<file path="src/rtl/wb_dsp_bus_master.sv">
// Wishbone B3 classic single-access master serving the DSP algorithm sequencer's
// memory requests, with response timeout, bounded retry and error reporting.
module wb_dsp_bus_master #(
  parameter int unsigned dw        = 32,
  parameter int unsigned aw        = 32,
  parameter int unsigned TIMEOUT   = 255,
  parameter int unsigned MAX_RETRY = 3,
  parameter int unsigned RETRY_GAP = 2
) (
  input  logic          wb_clk,
  input  logic          wb_rst_n,
  input  logic          alg_start,
  input  logic [aw-1:0] alg_address,
  input  logic [3:0]    alg_selection,
  input  logic          alg_write,
  input  logic [dw-1:0] alg_data_wr,
  output logic [dw-1:0] alg_data_rd,
  output logic          active,
  output logic          alg_error,
  output logic [aw-1:0] wb_adr_o,
  output logic [dw-1:0] wb_dat_o,
  output logic [3:0]    wb_sel_o,
  output logic          wb_we_o,
  output logic          wb_cyc_o,
  output logic          wb_stb_o,
  output logic [2:0]    wb_cti_o,
  output logic [1:0]    wb_bte_o,
  input  logic [dw-1:0] wb_dat_i,
  input  logic          wb_ack_i,
  input  logic          wb_err_i,
  input  logic          wb_rty_i
);

  typedef enum logic [1:0] {StIdle, StBus, StRetryWait} state_e;

  localparam logic [7:0] TmoLast = 8'(TIMEOUT - 1);
  localparam logic [3:0] RtyMax  = 4'(MAX_RETRY);
  localparam logic [3:0] GapInit = 4'(RETRY_GAP);

  state_e        r_state, w_state_nxt;
  logic [7:0]    r_tmo, w_tmo_nxt;
  logic [3:0]    r_rty, w_rty_nxt;
  logic [3:0]    r_gap, w_gap_nxt;
  logic [aw-1:0] r_adr, w_adr_nxt;
  logic [dw-1:0] r_dat, w_dat_nxt;
  logic [3:0]    r_sel, w_sel_nxt;
  logic          r_we, w_we_nxt;
  logic          r_cyc, w_cyc_nxt;
  logic          r_active, w_active_nxt;
  logic          r_error, w_error_nxt;
  logic [dw-1:0] r_data_rd, w_data_rd_nxt;
  logic          w_abort;

  always_ff @(posedge wb_clk or negedge wb_rst_n) begin
    if (!wb_rst_n) begin
      r_state   <= StIdle;
      r_tmo     <= '0;
      r_rty     <= '0;
      r_gap     <= '0;
      r_adr     <= '0;
      r_dat     <= '0;
      r_sel     <= '0;
      r_we      <= 1'b0;
      r_cyc     <= 1'b0;
      r_active  <= 1'b0;
      r_error   <= 1'b0;
      r_data_rd <= '0;
    end else begin
      r_state   <= w_state_nxt;
      r_tmo     <= w_tmo_nxt;
      r_rty     <= w_rty_nxt;
      r_gap     <= w_gap_nxt;
      r_adr     <= w_adr_nxt;
      r_dat     <= w_dat_nxt;
      r_sel     <= w_sel_nxt;
      r_we      <= w_we_nxt;
      r_cyc     <= w_cyc_nxt;
      r_active  <= w_active_nxt;
      r_error   <= w_error_nxt;
      r_data_rd <= w_data_rd_nxt;
    end
  end

  always_comb begin
    w_state_nxt   = r_state;
    w_tmo_nxt     = r_tmo;
    w_rty_nxt     = r_rty;
    w_gap_nxt     = r_gap;
    w_adr_nxt     = r_adr;
    w_dat_nxt     = r_dat;
    w_sel_nxt     = r_sel;
    w_we_nxt      = r_we;
    w_cyc_nxt     = r_cyc;
    w_active_nxt  = r_active;
    w_error_nxt   = r_error;
    w_data_rd_nxt = r_data_rd;
    w_abort       = 1'b0;

    case (r_state)
      StIdle: begin
        if (alg_start) begin
          w_adr_nxt    = alg_address;
          w_sel_nxt    = alg_selection;
          w_we_nxt     = alg_write;
          w_dat_nxt    = alg_data_wr;
          w_cyc_nxt    = 1'b1;
          w_active_nxt = 1'b1;
          w_error_nxt  = 1'b0;
          w_rty_nxt    = '0;
          w_tmo_nxt    = '0;
          w_state_nxt  = StBus;
        end
      end
      StBus: begin
        // Response priority: err > ack > rty > timeout.
        if (wb_err_i) begin
          w_abort = 1'b1;
        end else if (wb_ack_i) begin
          w_cyc_nxt    = 1'b0;
          w_active_nxt = 1'b0;
          if (!r_we) w_data_rd_nxt = wb_dat_i;
          w_state_nxt  = StIdle;
        end else if (wb_rty_i) begin
          if (r_rty == RtyMax) begin
            w_abort = 1'b1;
          end else begin
            w_cyc_nxt   = 1'b0;
            w_rty_nxt   = r_rty + 4'd1;
            w_gap_nxt   = GapInit;
            w_state_nxt = StRetryWait;
          end
        end else if (r_tmo == TmoLast) begin
          w_abort = 1'b1;
        end else begin
          w_tmo_nxt = r_tmo + 8'd1;
        end
      end
      StRetryWait: begin
        w_gap_nxt = r_gap - 4'd1;
        if (r_gap == 4'd1) begin
          w_cyc_nxt   = 1'b1;
          w_tmo_nxt   = '0;
          w_state_nxt = StBus;
        end
      end
      default: w_state_nxt = StIdle;
    endcase

    if (w_abort) begin
      w_cyc_nxt     = 1'b0;
      w_active_nxt  = 1'b0;
      w_error_nxt   = 1'b1;
      w_data_rd_nxt = '0;
      w_state_nxt   = StIdle;
    end
  end

  assign alg_data_rd = r_data_rd;
  assign active      = r_active;
  assign alg_error   = r_error;
  assign wb_adr_o    = r_adr;
  assign wb_dat_o    = r_dat;
  assign wb_sel_o    = r_sel;
  assign wb_we_o     = r_we;
  assign wb_cyc_o    = r_cyc;
  assign wb_stb_o    = r_cyc;
  assign wb_cti_o    = 3'b000;
  assign wb_bte_o    = 2'b00;

endmodule

</file>
<file path="config.mk">
export PLATFORM = sky130hd
export DESIGN_NAME = wb_dsp_bus_master
export DESIGN_NICKNAME = d
export VERILOG_FILES = /design/src/rtl/wb_dsp_bus_master.sv
export SDC_FILE = /design/constraint.sdc
export NUM_CORES = 1
export LEC_CHECK = 0
export CAP_MARGIN = 15
export CORE_MARGIN = 5
export CORE_UTILIZATION = 39
export CTS_CLUSTER_DIAMETER = 120
export DETAILED_ROUTE_END_ITERATION = 6
export MAX_ROUTING_LAYER = met4
export PLACE_DENSITY_LB_ADDON = 0.15
export SKIP_CTS_REPAIR_TIMING = 1
export SLEW_MARGIN = 20
export SYNTH_ARGS = -nofsm -noshare
export SYNTH_HDL_FRONTEND = slang
export SYNTH_SLANG_ARGS = --single-unit
</file>
<file path="constraint.sdc">
create_clock -name wb_clk -period 1.7 [get_ports wb_clk]
set_input_delay 0.17 -clock wb_clk [delete_from_list [all_inputs] [get_ports wb_clk]]
set_output_delay 0.17 -clock wb_clk [all_outputs]
set_load 0.02 [all_outputs]
</file>
-- Word-level counts from Yosys, hierarchy flattened
Cells that the tools add are included.
- bits in registers: 122
- logic and storage cells: 107
- eq/ne operators: 21
- reductions and logical operators: 19
- add/sub/neg operators: 3
- muxes and demuxes: 52
- operators by type and width (cell ; count):
    32-bit 2-to-1 mux ; 5
    8-bit 2-to-1 mux ; 6
    4-bit 2-to-1 mux ; 9
    8-bit case mux with 3 select lines ; 1
    1-bit 2-to-1 mux ; 19
    2-bit inequality test, second input constant ; 8
    4-bit case mux with 2 select lines ; 2
    2-bit 2-to-1 mux ; 7
    3-bit inequality test, second input constant ; 4
    6-bit AND reduction ; 2
    2-bit nonzero test ; 6
    5-bit AND reduction ; 2
    8-bit by 1-bit adder with 8-bit output, second input constant ; 1
    8-bit == test, second input constant ; 1
    4-bit inequality test, second input constant ; 2
    4-bit AND reduction ; 2
    7-bit AND reduction ; 1
    2-bit case mux with 3 select lines ; 1
    3-bit nonzero test ; 2
    4-bit by 1-bit adder with 4-bit output, second input constant ; 1
    4-bit by 1-bit == test with 1-bit output, second input constant ; 1
    4-bit by 2-bit == test with 1-bit output, second input constant ; 1
    2-bit by 1-bit inequality test with 1-bit output, second input constant ; 2
    2-bit AND reduction ; 2
    7 further kinds ; 7

-- Longest topological paths before layout
Gate-level depths: netlist (run 1).
- depth after elaboration: 8
- mapped depth: 7
- depth with buffers taken out: 6

-- Worst setup path before layout (run 1)
OpenSTA, ideal clock, no wires.
- path type: flip-flop to flip-flop
- from: register r_tmo[0]
- to: register r_tmo[4]
- arrival time: 1.689 ns
- library setup time: 0.124 ns
- cell stages (with the launch flop): 8
- setup slack: -0.113 ns
- period minus slack after synthesis: 1.813 ns
- path through: dfrtp_1 inv_1 ha_1 and3_1 a21o_1 clkbuf_1 o311a_1 a211o_1
- longest elaborated chain between the ends: 6
- ends and longest elaborated chain (what ; RTL line ; source):
    from (decl) ; 41 ; logic [7:0] r_tmo, w_tmo_nxt;
    from (signal assigned) ; 70 ; r_tmo <= w_tmo_nxt;
    8-bit by 1-bit adder with 8-bit output ; 135 ; w_tmo_nxt = r_tmo + 8'd1;
    8-bit 2-to-1 mux ; 132 ; end else if (r_tmo == TmoLast) begin
    8-bit 2-to-1 mux ; 123 ; end else if (wb_rty_i) begin
    8-bit 2-to-1 mux ; 118 ; end else if (wb_ack_i) begin
    8-bit 2-to-1 mux ; 116 ; if (wb_err_i) begin
    8-bit case mux with 3 select lines ; 99 ; case (r_state)
Several ways; a longest one is shown, not always the timed one. The select of a mux whose other input is x is not followed.
A chain may end at the register's enable or synchronous reset.

-- Final worst setup path (run 1)
- from: register r_gap[1]
- to: register r_tmo[1]
- longest elaborated chain between the ends: 3
- ends and longest elaborated chain (what ; RTL line ; source):
    from (decl) ; 43 ; logic [3:0] r_gap, w_gap_nxt;
    from (signal assigned) ; 72 ; r_gap <= w_gap_nxt;
    4-bit by 1-bit == test with 1-bit output ; 140 ; if (r_gap == 4'd1) begin
    2-bit inequality test (no line) ; n/a ;
    7-bit AND reduction (no line) ; n/a ;
No other way between the ends.

==> results of run 1 <==
flip-flops by register name, indices dropped and copies added, names as in the netlist, 2 cells and up:
register / cells
alg_data_rd: 32
wb_adr_o: 32
wb_dat_o: 32
r_tmo: 8
r_gap: 4
r_rty: 4
wb_sel_o: 4
r_state: 2
stage by stage:
stage,setup slack [ps],power [W]
detailed placement,-164,0.0118
finish,-153,0.0160
global placement,-111,0.0117
CTS,-201,0.0158
floorplan,-47.4,0.00830
global route,-256,0.0168
area by class of cell:
class                   count  area share [%]
well taps                 176            2.54
clock buffers              25            5.83
inverters                   9           0.390
multi-input cells         242            24.1
repair buffers            262            30.3
clock inverters             7            1.56
flip-flops and latches    122            35.2
synth_stat cells (2+ instances only):
master / number
inv_1: 9
clkbuf_1: 4
or2_2: 3
buf_2: 14
nand2_1: 10
nand4_1: 4
nand2b_1: 2
a21oi_1: 11
a211o_1: 2
o21ai_0: 5
a32o_1: 2
buf_4: 6
a31oi_1: 4
nor3b_1: 3
nor4_1: 4
o21bai_1: 2
mux2i_1: 36
nor2_1: 40
nor3_1: 2
dfrtp_1: 122
mux2_2: 69
nand3_1: 4
o31ai_1: 3
a21o_1: 2
and3_1: 4
ha_1: 5
power by group through the flow:
| stage | logic, W | registers, W | clock network, W |
|---|---|---|---|
| after global routing | 0.00787 | 0.00490 | 0.00405 |
| after CTS | 0.00713 | 0.00474 | 0.00391 |
| after global placement | 0.00700 | 0.00469 | 0 |
| final | 0.00739 | 0.00474 | 0.00383 |
| after detailed placement | 0.00709 | 0.00475 | 0 |
| after floorplan | 0.00226 | 0.00603 | 0 |
path summary, 6_finish.rpt:
| kind | to | slack (ps) | start |
|---|---|---|---|
| worst min register to register | wb_dat_o[23]$_DFFE_PN0P_ | 500 | wb_dat_o[23]$_DFFE_PN0P_ |
| min in group wb_clk | wb_dat_o[14]$_DFFE_PN0P_ | 370 | alg_data_wr[14] |
| max in group asynchronous | wb_adr_o[20]$_DFFE_PN0P_ | 770 | wb_rst_n |
| worst max-delay path | r_tmo[1]$_DFFE_PN0P_ | -150 | r_gap[1]$_DFFE_PN0P_ |
| worst max register to register | r_tmo[1]$_DFFE_PN0P_ | -150 | r_gap[1]$_DFFE_PN0P_ |
| worst min-delay path | wb_dat_o[2]$_DFFE_PN0P_ | 260 | wb_rst_n |
layout by cell type, fill, tap and decap left out, types with 4 or more instances in the layout:
cell             instances
clkdlybuf4s50_1        210
dfrtp_1                121
mux2_2                  69
buf_4                   41
nor2_1                  39
mux2i_1                 36
clkbuf_16               21
nand2_1                 10
a21oi_1                  9
inv_1                    6
o21ai_0                  5
conb_1                   5
clkbuf_8                 5
nand4_1                  4
bufinv_16                4
buf_12                   4
cell families after synthesis:
family | after synthesis | share of synthesized area, %
DFF | 122 | 59.1
xor gates and xnor gates | 1 | 0.170
other | 1 | 0.0726
AOI/OAI and AO/OA | 42 | 5.84
muxes | 105 | 22.0
and+or+nand+nor | 84 | 8.23
adders and majority gates | 5 | 1.21
buffers and inverters | 34 | 3.39
per-layer routing:
metal	share of wire, %	vias to the layer above	global-route usage (%)
met5	0	-	-
met4	2.1	0	7.21
met3	9.8	22	8.57
met2	49	186	28.4
met1	39	1995	21.0
li1	-	1916	-
worst max-delay path: cells and delay by family (launching register included):
kind	cells	cell delay, ps
DFF	1	380
adders and majority gates	1	120
and+or+nand+nor	1	480
buffers and inverters	1	80
AOI/OAI and AO/OA	3	680
==> impl_metrics.py, run 1 <==
metrics = {
    "drt": {
        "drt-wirelength-per-cell_um": 17.3,
        "drc": 0,
        "drt_iter0_drc": 171,
        "postRouteAntennaNets": 0,
        "first_pass_iters": 4,
        "vias": 4119,
        "wirelength_mm": 14.6,
        "via_per_inst": 4.89,
    },
    "layout": {
        "regArea_mm2": 0.00305,
        "multiInputGateArea_mm2": 0.00209,
        "post-route-util_pct": 66.0,
        "num_antenna_cells": 0,
        "final_nets": 766,
        "final.fill_count": 1003,
        "fin_area_mm2": 0.00867,
        "drive_gt1_share_pct": 26.8,
        "fin_cells": 843,
        "area_growth_pct": 67.7,
    },
    "global_route": {
        "grtUsageTotal_pct": 18.4,
        "grt_overflow": 0,
        "grt_pass1_wl_mm": 22.4,
        "grt_pass1_vias": 4440,
        "grt_max_degree": 48,
        "antenna_found_initial": 0,
    },
    "worst_setup_path": {
        "required_ps": 1990,
        "critPathLaunchType": "flop",
        "critPathMaxStageDelay_ps": 480,
        "crit_path_end_kind": "flop",
        "arrival_ps": 2140,
        "crit_path_max_fanout": 6,
        "worstRegToRegCells": 6,
        "cp_slowest_cell": "or4b_4",
        "critPathKind": "reg2reg",
        "crit_chain": "inv_2 -> ha_4 -> or4b_4 -> a211oi_4 -> a31oi_2 -> a32o_1",
    },
    "synthesis": {
        "synthArstFlopShare_pct": 100,
        "synth_area_leaders": "dfrtp_1 59%, mux2_2 15%, mux2i_1 7.0%",
        "ys_types": 48,
        "yosysTopAreaCellShare_pct": 59.1,
        "ys_ff_latch": 122,
        "syn_area_mm2": 0.00517,
        "synth_warnings": 0,
        "syn_inst": 394,
        "synth_ff_type": "dfrtp_1",
        "yosysSeqAreaShare_pct": 59.1,
        "synth_enable_flop_cells": 0,
        "syn_avg_cell_area_um2": 13.1,
        "synth_top_area_cell": "dfrtp_1",
    },
    "clock_network": {
        "htree_levels": 4,
        "clk_pin_slew_ps": 50,
        "cts_tree": "built",
        "numClockSinks": 122,
        "root_buffer": "clkbuf_16",
        "clkLatencyLatePin_ps": 400,
        "cts_buffer_depth": 2,
        "cts_buffers": 17,
    },
    "power": {
        "swShare_pct": 33.4,
        "power.internal_w": 0.0106,
        "p_clk_share_pct": 24.0,
        "switchingPower_w": 0.00533,
        "p_leak_nw": 3.71,
        "peakVddDrop_uv": 1120,
        "power_density_mw_per_mm2": 1840,
        "seqPwrFrac_pct": 29.7,
        "pwr-share-comb_pct": 46.3,
    },
    "place": {
        "port_buffers": 211,
        "placedCellCount": 803,
        "dpl-instance-area_mm2": 0.00777,
        "dp_hpwl_mm": 10.4,
        "gp_congestion": 0.849,
    },
    "timing": {
        "hold_viol_final": 0,
        "max_freq_ghz": 0.540,
        "fin_crit_ps": 1850,
        "setup_viol": 9,
        "holdWs_ps": 258,
        "maxSlewViolCount": 0,
        "rsz0062_at_grt": "true",
        "relSlewSlack_pct": 65.4,
        "worst_pin_slew_ps": 515,
        "finalSetupTns_ps": -800,
        "fin_crit_sh_pct": 109,
        "finalWorstSetupSlack_ps": -153,
        "clock-skew-final_ps": 6.69,
    },
    "outcome": {
        "status": "finished with violations",
        "violations": "negative setup slack",
    },
    "floorplanning": {
        "io_pins": 217,
        "die_h_um": 125,
        "rows": 42,
        "start_util_pct": 39.3,
        "core-area_mm2": 0.0131,
        "die_x_um": 125,
        "dieArea_mm2": 0.0157,
    },
    "hold_path": {
        "hold_class": "in2async",
    },
    "flow_run": {
        "maxCapViolations": 0,
    },
}
Note: power is estimated with default switching activity, not from simulation.
==> inputs of run 2 (changes only) <==
ABC_CLOCK_PERIOD_IN_PS = 1700   (was default)
CORE_ASPECT_RATIO = 0.8   (was default)
==> run 2 against run 1 <==
Net effect:
- the flow still finishes with violations (negative setup slack)
- clock skew decreased by 2.4 ps
- critical path depth increased by 2
- first-iteration DRC count increased by 4.1%
- largest power group unchanged
==> impl_metrics.py, run 2 (same netlist as run 1, synthesis figures left out) <==
metrics = {
    "outcome": {
        "status": "finished with violations",
        "violations": "negative setup slack",
    },
    "clock_network": {
        "root_buffer": "clkbuf_16",
        "numClockSinks": 122,
        "cts_buffer_depth": 2,
        "cts_tree": "built",
        "clk_pin_slew_ps": 50,
        "cts_buffers": 17,
        "clkLatencyLatePin_ps": 410,
        "htree_levels": 4,
    },
    "drt": {
        "vias": 4258,
        "drt_iter0_drc": 178,
        "drc": 0,
        "postRouteAntennaNets": 0,
        "via_per_inst": 4.99,
        "drt-wirelength-per-cell_um": 18.7,
        "first_pass_iters": 4,
        "wirelength_mm": 16.0,
    },
    "floorplanning": {
        "die_h_um": 113,
        "die_x_um": 139,
        "core-area_mm2": 0.0129,
        "start_util_pct": 40.0,
        "io_pins": 217,
        "dieArea_mm2": 0.0157,
        "rows": 37,
    },
    "global_route": {
        "grt_pass1_vias": 4441,
        "grt_pass1_wl_mm": 23.2,
        "antenna_found_initial": 0,
        "use_met1_pct": 23.6,
        "grt_max_degree": 62,
        "globalRouteMet3Util_pct": 6.34,
        "grtUsageTotal_pct": 19.0,
        "grt_use_met2_pct": 29.1,
        "grt_overflow": 0,
        "top_usage_layer": "met2",
    },
    "place": {
        "port_buffers": 211,
        "dp_hpwl_mm": 10.5,
        "gp_congestion": 0.820,
        "placedCellCount": 798,
    },
    "worst_setup_path": {
        "crit_path_end_kind": "flop",
        "critPathLaunchType": "flop",
        "crit_top_cell": "buf_6",
        "required_ps": 2040,
        "cpLargestDelayFamily": "simple AND/OR/NAND/NOR gates",
        "crit_chain": "inv_2 -> ha_4 -> or4b_4 -> a211oi_4 -> buf_6 -> buf_6 -> nor2_2 -> a21oi_1",
        "critPathKind": "reg2reg",
        "cp_slowest_cell": "or4b_4",
        "crit_path_max_fanout": 4,
        "arrival_ps": 2180,
        "critPathMaxStageDelay_ps": 490,
        "cp_num_buf_inv": 3,
    },
    "layout": {
        "mostFrequentLayoutCells": "210 x clkdlybuf4s50_1, 121 x dfrtp_1, 69 x mux2_2, 39 x buf_4, 29 x nor2_1",
        "final_nets": 778,
        "fin_cells": 853,
        "area_growth_pct": 74.3,
        "final.fill_count": 896,
        "num_antenna_cells": 0,
        "drive_gt1_share_pct": 31.4,
        "final_common_cell": "clkdlybuf4s50_1",
    },
    "timing": {
        "clock-skew-final_ps": 4.32,
        "max_freq_ghz": 0.543,
        "maxSlewViolCount": 0,
        "holdWs_ps": 313,
        "fin_crit_ps": 1840,
        "fin_crit_sh_pct": 108,
        "setup_viol": 12,
        "finalWorstSetupSlack_ps": -142,
        "hold_viol_final": 0,
        "rsz0062_at_grt": "true",
    },
    "flow_run": {
        "maxCapViolations": 0,
    },
    "power": {
        "p_leak_nw": 3.80,
        "power_density_mw_per_mm2": 1830,
        "peakVddDrop_uv": 1160,
        "power_w": 0.0165,
    },
    "hold_path": {
        "hold_class": "in2async",
    },
}
run 2: path summary, 6_finish.rpt:
kind	startpoint	endpoint	slack, ps	depth (start not counted)
worst max-delay path	r_gap[1]$_DFFE_PN0P_	wb_cyc_o$_DFFE_PN0P_	-140	8
worst min-delay path	wb_rst_n	wb_dat_o[20]$_DFFE_PN0P_	310	3
worst max register to register	r_gap[1]$_DFFE_PN0P_	wb_cyc_o$_DFFE_PN0P_	-140	8
worst min register to register	wb_dat_o[16]$_DFFE_PN0P_	wb_dat_o[16]$_DFFE_PN0P_	500	1
max in group asynchronous	wb_rst_n	wb_adr_o[19]$_DFFE_PN0P_	1090	3
min in group wb_clk	alg_data_wr[29]	wb_dat_o[29]$_DFFE_PN0P_	370	2
run 2: metrics by stage:
| step | TNS [ps] | worst slack [ps] | instance area (um^2) | util (%) |
|---|---|---|---|---|
| 2_1_floorplan | -120 | -47.4 | 5210 | - |
| 3_5_place_dp | -5330 | -170 | 7770 | 60.1 |
| 5_1_grt | -3380 | -196 | 9010 | 69.7 |
| 4_1_cts | -1520 | -183 | 8370 | 64.8 |
| 6_report | -888 | -142 | 9010 | 69.7 |
| 3_3_place_gp | -1630 | -104 | 7770 | 60.1 |
run 2: where the power goes:
part	total, W	internal (W)	switching, W
clock network	0.00364	0.00241	0.00123
registers	0.00476	0.00407	0.000683
logic	0.00812	0.00437	0.00375
run 2: area by class of cell:
cell class                      instances  area [um^2]  area share (%)
Clock buffer                           24          482            5.35
Timing Repair Buffer                  273         2840            31.5
Tap cell                              175          219            2.43
Sequential cell                       122         3050            33.9
Inverter                                9         33.8           0.375
Clock inverter                          7          115            1.28
Multi-Input combinational cell        243         2260            25.1
run 2: layer usage:
| layer | vias up | routed length, um |
|---|---|---|
| li1 | 1947 | - |
| met1 | 2111 | 6870 |
| met2 | 168 | 7700 |
| met3 | 32 | 975 |
| met4 | 0 | 414 |
| met5 | - | 0 |
run 2: worst reg2reg max path, stage by stage, from the launching register on:
cell and delay [ps]:
dfrtp_1 380, inv_2 80, ha_4 120, or4b_4 490, a211oi_4 320, buf_6 160
buf_6 90, nor2_2 30, a21oi_1 110
